===== src/rtl/counter_mod_updown.sv =====
// ---------------------------------------------------------------------------
// counter_mod_updown
//   Parametrised modulo-(MAX_COUNT+1) up/down counter for the stopwatch/watch
//   datapath. Supports synchronous clear, clamped parallel load, wrap or
//   saturate at the bounds, and registered carry/borrow pulses so several
//   instances cascade (upstream o_carry/o_borrow -> downstream i_tick).
//
//   Optional feature macro: COUNTER_CMP_EN
//     defined   : o_cmp_hit pulses for one cycle when a tick or load moves the
//                 count onto min(i_cmp_val, MAX_COUNT).
//     undefined : o_cmp_hit is tied low and i_cmp_val is ignored.
//
//   Parameter constraints: MAX_COUNT >= 1 and 2**WIDTH > MAX_COUNT.
// ---------------------------------------------------------------------------
module counter_mod_updown #(
  parameter int MAX_COUNT = 9999,
  parameter int WIDTH     = $clog2(MAX_COUNT + 1)
) (
  input  logic             clk,
  input  logic             rst,         // asynchronous, active-low
  input  logic             i_tick,
  input  logic             i_mode,      // 0 = up, 1 = down
  input  logic             i_clear,
  input  logic             i_load,
  input  logic [WIDTH-1:0] i_load_val,
  input  logic             i_wrap,      // 1 = wrap, 0 = saturate
  input  logic [WIDTH-1:0] i_cmp_val,
  output logic [WIDTH-1:0] o_count,
  output logic             o_carry,
  output logic             o_borrow,
  output logic             o_at_max,
  output logic             o_at_min,
  output logic             o_cmp_hit
);

  localparam logic [WIDTH-1:0] MAX_VAL = WIDTH'(MAX_COUNT);

  logic [WIDTH-1:0] count_q;
  logic [WIDTH-1:0] count_nxt;
  logic [WIDTH-1:0] load_clamped;
  logic             carry_q;
  logic             carry_nxt;
  logic             borrow_q;
  logic             borrow_nxt;

  // Out-of-range loads saturate to the terminal value so the count never
  // leaves 0..MAX_COUNT.
  assign load_clamped = (i_load_val > MAX_VAL) ? MAX_VAL : i_load_val;

  // Next-state: clear beats load beats tick; carry/borrow only on a wrap.
  always_comb begin
    // NOTE: every output of this block gets a default first, so no path
    // leaves a variable unassigned and no latch is inferred.
    count_nxt  = count_q;
    carry_nxt  = 1'b0;
    borrow_nxt = 1'b0;
    if (i_clear) begin
      count_nxt = '0;
    end else if (i_load) begin
      count_nxt = load_clamped;
    end else if (i_tick) begin
      if (!i_mode) begin
        if (count_q != MAX_VAL) begin
          count_nxt = count_q + 1'b1;
        end else if (i_wrap) begin
          count_nxt = '0;
          carry_nxt = 1'b1;
        end
      end else begin
        if (count_q != '0) begin
          count_nxt = count_q - 1'b1;
        end else if (i_wrap) begin
          count_nxt  = MAX_VAL;
          borrow_nxt = 1'b1;
        end
      end
    end
  end

  // Count and wrap pulses register together so a pulse lines up with the
  // wrapped count value.
  always_ff @(posedge clk or negedge rst) begin
    if (!rst) begin
      count_q  <= '0;
      carry_q  <= 1'b0;
      borrow_q <= 1'b0;
    end else begin
      // NOTE: sequential state uses non-blocking assignments so every
      // register samples the pre-edge values of its peers.
      count_q  <= count_nxt;
      carry_q  <= carry_nxt;
      borrow_q <= borrow_nxt;
    end
  end

  assign o_count  = count_q;
  assign o_carry  = carry_q;
  assign o_borrow = borrow_q;
  assign o_at_max = (count_q == MAX_VAL);
  assign o_at_min = (count_q == '0);

`ifdef COUNTER_CMP_EN
  logic [WIDTH-1:0] cmp_target;
  logic             moved;
  logic             cmp_nxt;
  logic             cmp_q;

  assign cmp_target = (i_cmp_val > MAX_VAL) ? MAX_VAL : i_cmp_val;
  // A hit needs the count to actually move by tick or load; clear, saturated
  // holds and a count already sitting on the target never fire.
  assign moved      = !i_clear && (i_load || i_tick) && (count_nxt != count_q);
  assign cmp_nxt    = moved && (count_nxt == cmp_target);

  // Compare pulse registered alongside the count it refers to.
  always_ff @(posedge clk or negedge rst) begin
    if (!rst) begin
      cmp_q <= 1'b0;
    end else begin
      cmp_q <= cmp_nxt;
    end
  end

  assign o_cmp_hit = cmp_q;
`else
  logic unused_cmp_val;
  assign unused_cmp_val = ^i_cmp_val;
  assign o_cmp_hit      = 1'b0;
`endif

endmodule

===== config.mk =====
export PLATFORM = sky130hd
export DESIGN_NAME = counter_mod_updown
export DESIGN_NICKNAME = d
export VERILOG_FILES = /design/src/rtl/counter_mod_updown.sv
export SDC_FILE = /design/constraint.sdc
export NUM_CORES = 1
export LEC_CHECK = 0
export BUFFER_PORTS_ARGS = -buffer_cell sky130_fd_sc_hd__buf_4
export CORE_ASPECT_RATIO = 0.8
export CORE_MARGIN = 2
export CORE_UTILIZATION = 52
export DETAILED_ROUTE_END_ITERATION = 10
export GPL_TIMING_DRIVEN = 0
export PLACE_DENSITY = 0.81
export SLEW_MARGIN = 10
export SYNTH_ARGS = -nofsm -noshare
export SYNTH_HDL_FRONTEND = slang
export SYNTH_SLANG_ARGS = --single-unit

===== constraint.sdc =====
create_clock -name clk -period 3.2 [get_ports clk]
set_clock_uncertainty 0.1 [all_clocks]
set_input_delay 0.16 -clock clk [delete_from_list [all_inputs] [get_ports clk]]
set_output_delay 0.16 -clock clk [all_outputs]
set_load 0.02 [all_outputs]

## Word level (Yosys, flattened, before mapping)

Index checks and enable logic that the tools add are counted.

- Logic and storage cells: 34
- Output and inout port bits: 19
- Flip-flop bits (word level): 16
- Input bits: 35

- Magnitude comparators: 1
- Reduce and logical (&&, ||, !) cells: 5
- Multiplexer cells: 20
- $add $sub $neg: 2
- Equality and inequality tests: 3

Operators by type and width:

| kind | number |
|---|---|
| $mux W14 | 9 |
| $add A14 B1 Y14 const B | 1 |
| $eq A14 B14 Y1 const B | 1 |
| $gt A14 B14 Y1 const B | 1 |
| $logic_not A14 Y1 | 1 |
| $ne A14 B14 Y1 const B | 1 |
| $reduce_bool A14 Y1 | 1 |
| $sub A14 B1 Y14 const B | 1 |
| $mux W1 | 11 |
| $ne A5 B1 Y1 const B | 1 |
| $reduce_bool A5 Y1 | 1 |
| $reduce_and A3 Y1 | 1 |
| $reduce_bool A3 Y1 | 1 |

## Logic depth before layout (Yosys ltp)

Gate-level depths: netlist of run 1.

- Depth in word-level cells: 6
- Gate-level depth with buffers: 9
- Gate-level depth less buffers: 8

## Worst setup path before layout of run 1

OpenSTA, ideal clock, no wires.

- Path type: register to register
- Start point: register count_q[6] (netlist: o_count[6])
- End point: register count_q[6] (netlist: o_count[6])
- Required time: 2,967 ps
- Setup slack: 529 ps
- Buffers on the path: 2
- Stages on the path, launching flop included: 8
- Setup time: 133 ps
- Clock period less this slack: 2,671 ps
- Data arrival time: 2,438 ps
- Path through: dfrtp_1 -> buf_4 -> or3_4 -> buf_2 -> nor4_1 -> a311oi_1 -> o32ai_1 -> a211oi_2

- Word-level cells in the longest chain between the ends: 6
- Elaborated cells between the ends (all ways): 13
- Those cells by class: add/sub (2); eq/ne (2); mux (6); reduce/logical (3)

RTL lines:

| what | line | source |
|---|---|---|
| from (decl) | 38 | `logic [WIDTH-1:0] count_q;` |
| from (signal assigned) | 90 | `count_q <= count_nxt;` |
| $add A14 B1 Y14, or another cell as far along | 64 | `count_nxt = count_q + 1'b1;` |
| $mux W14 (on tied branches) | 63, 70 |  |
| $mux W14 | 62 | `if (!i_mode) begin` |
| $mux W14 | 61 | `end else if (i_tick) begin` |
| $mux W14 | 59 | `end else if (i_load) begin` |
| $mux W14 | 57 | `if (i_clear) begin` |

Parallel ways exist; a longest one is shown, timed or not. The select of a mux whose other input is x is not followed.
A chain may end at the register's enable or synchronous reset.

## Final worst setup path of run 1

- Start point: register count_q[0] (netlist: o_count[0])
- End point: register count_q[4] (netlist: o_count[4])

Same word-level chain as after synthesis.

==> impl_metrics.csv, run 1 <==
group,metric,value,unit
sta,slew_viol_final,0,
power_and_ir_drop,p_leak,0.895,nW
die,io_pins,54,
clock_tree,cts_max_level,1,
placement,dpl.cell_count,292,
logic_synthesis,synth_edf_count,0,
worst_hold_path,worstHoldStart,"i_wrap",
drt,vias_per_cell,6.64,
worst_setup_path,rr_worst_depth,7,
sta,finalSetupViolations,0,
drt,drc,0,
worst_setup_path,path_max_fanout,6,
clock_tree,clock-sinks,16,
worst_setup_path,crit_family,"simple AND/OR/NAND/NOR gates",
logic_synthesis,yosysSeqAreaShare,0.228,
flow_run,drv_cap,0,
sta,max_slew_margin,0.421,
die,core,0.00315,mm2
logic_synthesis,synth_warnings,0,
clock_tree,cts.repair.resized,0,
clock_tree,clk_latency,0.25,ns
sta,fin_setup_tns,0,ns
sta,rsz0062_at_grt,"no",
die,die_area,0.00386,mm2
grt,grt_overflow,0,
grt,grt_use_total,0.304,
logic_synthesis,synthFlopType,"dfrtp_1",
worst_setup_path,critPathBufInv,1,
drt,wl_per_cell,18.5,um
clock_tree,tritoncts,"built",
logic_synthesis,synthDistinctLibCells,71,
outcome,outcome,"completed",
cells_and_area,nNetsFinal,295,
sta,max_freq,355,MHz
power_and_ir_drop,vdd_ir_drop_max,0.000276,V
grt,grt_pass1_vias,1713,
cells_and_area,syn_to_final_growth,21.6,%
grt,grt_pass1_wl,8700,um
grt,antenna_found_initial,0,
logic_synthesis,postSynthAreaPerCell,8.16,um2
drt,dr.pass1.iters,5,
drt,finalWirelength,5470,um
placement,hpwl,4050,um
worst_setup_path,r2r-start,"o_count[0]$_DFFE_PN0P_",
logic_synthesis,synth_area,0.00175,mm2
logic_synthesis,ys_ff_latch,16,
logic_synthesis,synth_async_sr_flop_share,1.00,
clock_tree,cts.clk_slew.worst_paths,0.06,ns
cells_and_area,stdcell_count,296,
worst_setup_path,worstPathArrival,2.86,ns
cells_and_area,final_cell_mix,"buf_4, nand2_1, nor2_1, dfrtp_1, inv_1",
worst_setup_path,critPathCaptureType,"flop",
clock_tree,cts_root_buf,"clkbuf_8",
clock_tree,cts_hold_buf,1,
worst_hold_path,min_path_cells,3,
die,die_w,68.9,um
worst_setup_path,path_class,"reg -> reg",
sta,tightest_slew,0.855,ns
logic_synthesis,syn_inst,215,
placement,io_buffer_count,37,
sta,fin_worst_hold_slack,0.0738,ns
worst_setup_path,r2r_slack,0.38,ns
die,fp.dieH,56.0,um
drt,vias,1966,
worst_setup_path,r2r_end,"o_count[4]$_DFFE_PN0P_",
clock_tree,ctsLongestPathBuffers,2,
worst_hold_path,holdCritPathClass,"in -> reg",
worst_setup_path,cp-start-kind,"flop",
cells_and_area,drive_above_1_share,0.309,
logic_synthesis,syn_nets,252,
sta,fin_crit_sh,0.881,
worst_setup_path,critPathSlowestCell,"or4bb_1",
die,start_util,0.556,
drt,drtIter0Drc,264,
die,row_count,18,
grt,grt_start_max_net_pins,17,
worst_hold_path,whs_endpoint,"o_borrow$_DFF_PN0_",
worst_setup_path,critPathRequiredTime,3.24,ns
clock_tree,cts_inserted_buffers,3,
drt,ant_nets,0,
worst_setup_path,crit_chain,"inv_1, ha_1, or4bb_1, or4_4, a21o_1, and2_4, a311oi_2",
clock_tree,cts_setup_buffers,0,
power_and_ir_drop,powerDensity,346,mW/mm2
cells_and_area,final_common_cell,"buf_4",
cells_and_area,num_antenna_cells,0,
sta,hold_viol_final,0,
worst_setup_path,cpPeakStageDelay,0.62,ns
placement,place_congestion,1.01,
sta,period_needed,2.82,ns
==> how the worst max path moves through the flow <==
stage	startpoint	endpoint	slack [ns]	cells after the start
3_5_place_dp	o_count[0]$_DFFE_PN0P_	o_count[4]$_DFFE_PN0P_	0.47	7
3_3_place_gp	o_count[0]$_DFFE_PN0P_	o_count[4]$_DFFE_PN0P_	0.45	7
6_report	o_count[0]$_DFFE_PN0P_	o_count[4]$_DFFE_PN0P_	0.38	7
5_1_grt	o_count[0]$_DFFE_PN0P_	o_count[1]$_DFFE_PN0P_	0.30	8
2_1_floorplan	o_count[6]$_DFFE_PN0P_	o_count[6]$_DFFE_PN0P_	0.53	7
4_1_cts	o_count[0]$_DFFE_PN0P_	o_count[4]$_DFFE_PN0P_	0.46	7
==> synth_stat cells (all sizes together), types with 3 or more instances <==
| cell | count | area (um2) |
|---|---|---|
| or3 | 6 | 45.0 |
| a311oi | 4 | 47.6 |
| inv | 12 | 45.0 |
| a31o | 4 | 43.8 |
| nor2 | 16 | 60.1 |
| nand3 | 10 | 50.1 |
| o41ai | 4 | 35.0 |
| a22o | 3 | 27.5 |
| a21oi | 6 | 30.0 |
| xor2 | 3 | 26.3 |
| nor3 | 10 | 50.1 |
| o21ai | 8 | 47.6 |
| a32o | 3 | 31.3 |
| nand2 | 17 | 63.8 |
| clkbuf | 5 | 18.8 |
| xnor2 | 4 | 35.0 |
| o31ai | 3 | 22.5 |
| o22ai | 4 | 25.0 |
| a211oi | 3 | 27.5 |
| a31oi | 7 | 58.8 |
| buf | 15 | 113 |
| nor4 | 8 | 50.1 |
| dfrtp | 16 | 400 |
| and2 | 3 | 21.3 |
| or4 | 6 | 57.6 |
==> sequential cells by signal (all words and copies together), names as in the netlist <==
| name | count |
|---|---|
| o_borrow | 1 |
| o_carry | 1 |
| o_count | 14 |
==> power breakdown <==
group          leakage (nW)  switching (W)  internal, W
sequential            0.209      0.0000228     0.000220
clock                0.0216      0.0000724    0.0000837
combinational         0.664       0.000196     0.000143
total                 0.895       0.000291     0.000447
==> kinds of logic after synthesis <==
group / share of synthesized area
adder cells (fa/ha/maj): 0.0143
multiplexers: 0.0200
AND/OR/NAND/NOR: 0.282
buffers and inverters: 0.103
other: 0.00214
flip-flops: 0.228
AO/OA/AOI/OAI: 0.315
XOR/XNOR: 0.0350
==> layer usage <==
metal  vias up  wire length [um]  GRT usage
met2       129              2280      0.408
met5         -                 0          0
met1       900              2400      0.469
met4         0                99     0.0784
li1        918                 -          -
met3        19               690     0.0870
==> worst register-to-register path, cell delays in order (launching register included) <==
cell      delay (ns)
dfrtp_1         0.43
inv_1           0.10
ha_1            0.20
or4bb_1         0.62
or4_4           0.58
a21o_1          0.24
and2_4          0.17
a311oi_2        0.27
==> per-stage QoR <==
| step | util | area, um2 | total power (W) | setup WS (ns) |
|---|---|---|---|---|
| after floorplan | - | 1750 | 0.000466 | 0.529 |
| after global placement | 0.660 | 2080 | 0.000573 | 0.449 |
| after detailed placement | 0.660 | 2080 | 0.000574 | 0.467 |
| after CTS | 0.677 | 2130 | 0.000736 | 0.461 |
| after global routing | 0.677 | 2130 | 0.000780 | 0.299 |
| final | 0.677 | 2130 | 0.000738 | 0.381 |
==> layout make-up <==
class	count	area (um2)
Buffer	20	131
Clock buffer	3	41.3
Fill cell	295	1020
Inverter	13	48.8
Multi-Input combinational cell	166	1170
Sequential cell	16	400
Tap cell	40	50.0
Timing Repair Buffer	38	288
Power figures use the tool's default switching activity.
==> run 2: changes to the inputs <==
Settings changed: CORE_ASPECT_RATIO 0.8 to 2, PLACE_DENSITY 0.81 to 0.78.
==> run 2 against run 1 <==
Against the previous run:
- via count is 1.1% higher
- sequential power about the same
- core utilization shrank 0.77 points
- flip-flop and latch count unchanged
- non-clock buffer count unchanged
- register-to-register slack lost 0.03 ns
- global-route usage rose by 1.6 points
- critical path type unchanged
- largest power group unchanged
==> impl_metrics.csv, run 2 (synthesized netlist as in run 1, its figures left out) <==
group,metric,value,unit
grt,grt_use_total,0.320,
clock_tree,cts_root_buf,"clkbuf_8",
drt,vias,1988,
cells_and_area,nFillCells,290,
cells_and_area,largest_reg_flops,14,
worst_setup_path,path_max_fanout,10,
cells_and_area,stdcell_count,288,
drt,finalWirelength,5700,um
worst_setup_path,rr_worst_depth,8,
sta,hold_viol_final,0,
worst_setup_path,cp-start-kind,"flop",
power_and_ir_drop,seq_power_share,0.315,
placement,io_buffer_count,37,
sta,max_freq,351,MHz
clock_tree,cts.repair.resized,0,
die,fp.dieH,86.1,um
sta,finalSetupViolations,0,
grt,grt_pass1_wl,9230,um
outcome,outcome,"completed",
clock_tree,clock-sinks,16,
placement,hpwl,4350,um
die,die_w,45.1,um
die,core,0.00319,mm2
placement,dp_slack,0.412,ns
power_and_ir_drop,powerDensity,363,mW/mm2
power_and_ir_drop,comb_power_share,0.436,
drt,ant_nets,0,
grt,grt_pass1_vias,1916,
worst_setup_path,critPathCaptureType,"flop",
cells_and_area,fin_util,0.669,
power_and_ir_drop,p_leak,0.902,nW
drt,drc,0,
power_and_ir_drop,power_switching,0.000302,W
worst_hold_path,min_path_cells,3,
grt,grt_overflow,0,
cells_and_area,syn_to_final_growth,21.8,%
sta,tightest_slew,0.942,ns
grt,grt_start_max_net_pins,17,
sta,max_slew_margin,0.362,
sta,fin_crit_sh,0.891,
die,start_util,0.549,
drt,vias_per_cell,6.90,
sta,rsz0062_at_grt,"no",
cells_and_area,final_common_cell,"buf_4",
drt,dr.pass1.iters,4,
die,row_count,29,
cells_and_area,final_cell_mix,"buf_4, nand2_1, nor2_1, dfrtp_1, inv_1",
sta,setup_slack,0.349,ns
worst_setup_path,critPathRequiredTime,3.29,ns
placement,dpl.cell_count,283,
worst_hold_path,holdCritPathClass,"in -> reg",
clock_tree,cts_max_level,1,
power_and_ir_drop,switching_share,0.390,
power_and_ir_drop,vdd_ir_drop_max,0.000305,V
drt,drtIter0Drc,87,
grt,antenna_found_initial,0,
cells_and_area,drive_above_1_share,0.311,
clock_tree,clk_latency,0.26,ns
clock_tree,tritoncts,"built",
worst_setup_path,worstPathArrival,2.94,ns
cells_and_area,num_antenna_cells,0,
die,die_area,0.00388,mm2
power_and_ir_drop,p_int,0.000473,W
clock_tree,cts_inserted_buffers,3,
placement,place_congestion,0.943,
flow_run,drv_cap,0,
worst_setup_path,path_class,"reg -> reg",
die,io_pins,54,
clock_tree,ctsLongestPathBuffers,2,
power_and_ir_drop,clkPwrFrac,0.248,
clock_tree,cts.clk_slew.worst_paths,0.07,ns
drt,wl_per_cell,19.8,um
sta,fin_setup_tns,0,ns
cells_and_area,nNetsFinal,295,
power_and_ir_drop,p_total,0.000774,W
sta,period_needed,2.85,ns
sta,slew_viol_final,0,
==> run 2: layer usage <==
layer  track usage  up-vias  wire (um)
li1              -      912          -
met4         0.209        0        335
met1         0.368      938       2030
met5             0        -          0
met3        0.0463       30        389
met2         0.523      108       2950
==> run 2: path summary, 6_finish.rpt <==
kind	startpoint	endpoint	slack [ns]
worst max register to register	o_count[0]$_DFFE_PN0P_	o_count[11]$_DFFE_PN0P_	0.35
worst min-delay path	i_wrap	o_borrow$_DFF_PN0_	0.08
min in group asynchronous	rst	o_count[2]$_DFFE_PN0P_	0.20
worst min register to register	o_count[0]$_DFFE_PN0P_	o_count[0]$_DFFE_PN0P_	0.49
max in group asynchronous	rst	o_count[11]$_DFFE_PN0P_	2.60
worst max-delay path	o_count[0]$_DFFE_PN0P_	o_count[11]$_DFFE_PN0P_	0.35
==> run 2: cell type report <==
cell class / instances / area [um2] / area share
tap: 31 / 38.8 / 0.0182
buffer: 20 / 131 / 0.0615
clock buffer: 4 / 55.1 / 0.0258
timing repair buffer: 38 / 288 / 0.135
inverter: 13 / 48.8 / 0.0228
multi-input combinational: 166 / 1170 / 0.550
sequential: 16 / 400 / 0.187
==> run 2: critical path: stages, from the launching register on <==
cell and delay, ns:
dfrtp_1 0.43, inv_1 0.11, ha_1 0.20, or4bb_1 0.64, or4_4 0.58, a31oi_4 0.30, buf_6 0.18, a21oi_1 0.13
o21ai_2 0.10
==> run 2: per-stage QoR <==
stage / area, um2 / hold WS (ns)
2_1_floorplan: 1750 / -0.236
3_3_place_gp: 2070 / -0.0579
3_5_place_dp: 2070 / -0.0596
4_1_cts: 2140 / 0.0848
5_1_grt: 2140 / 0.107
6_report: 2140 / 0.0757
==> run 2: power groups by stage <==
stage | clock, W | combinational [W] | sequential [W]
global route | 0.000193 | 0.000364 | 0.000247
finish | 0.000192 | 0.000338 | 0.000244
CTS | 0.000188 | 0.000332 | 0.000244
detailed placement | 0 | 0.000330 | 0.000247
global placement | 0 | 0.000328 | 0.000247
floorplan | 0 | 0.000201 | 0.000265
==> run 2: repair_timing <==
| item | 4_1_cts | 5_1_grt |
|---|---|---|
| hold buffers | 1 | 0 |
| buffers inserted | 0 | 0 |
| endpoints found under the setup margin | 0 | 0 |
| endpoints found under the hold margin | 16 | 0 |
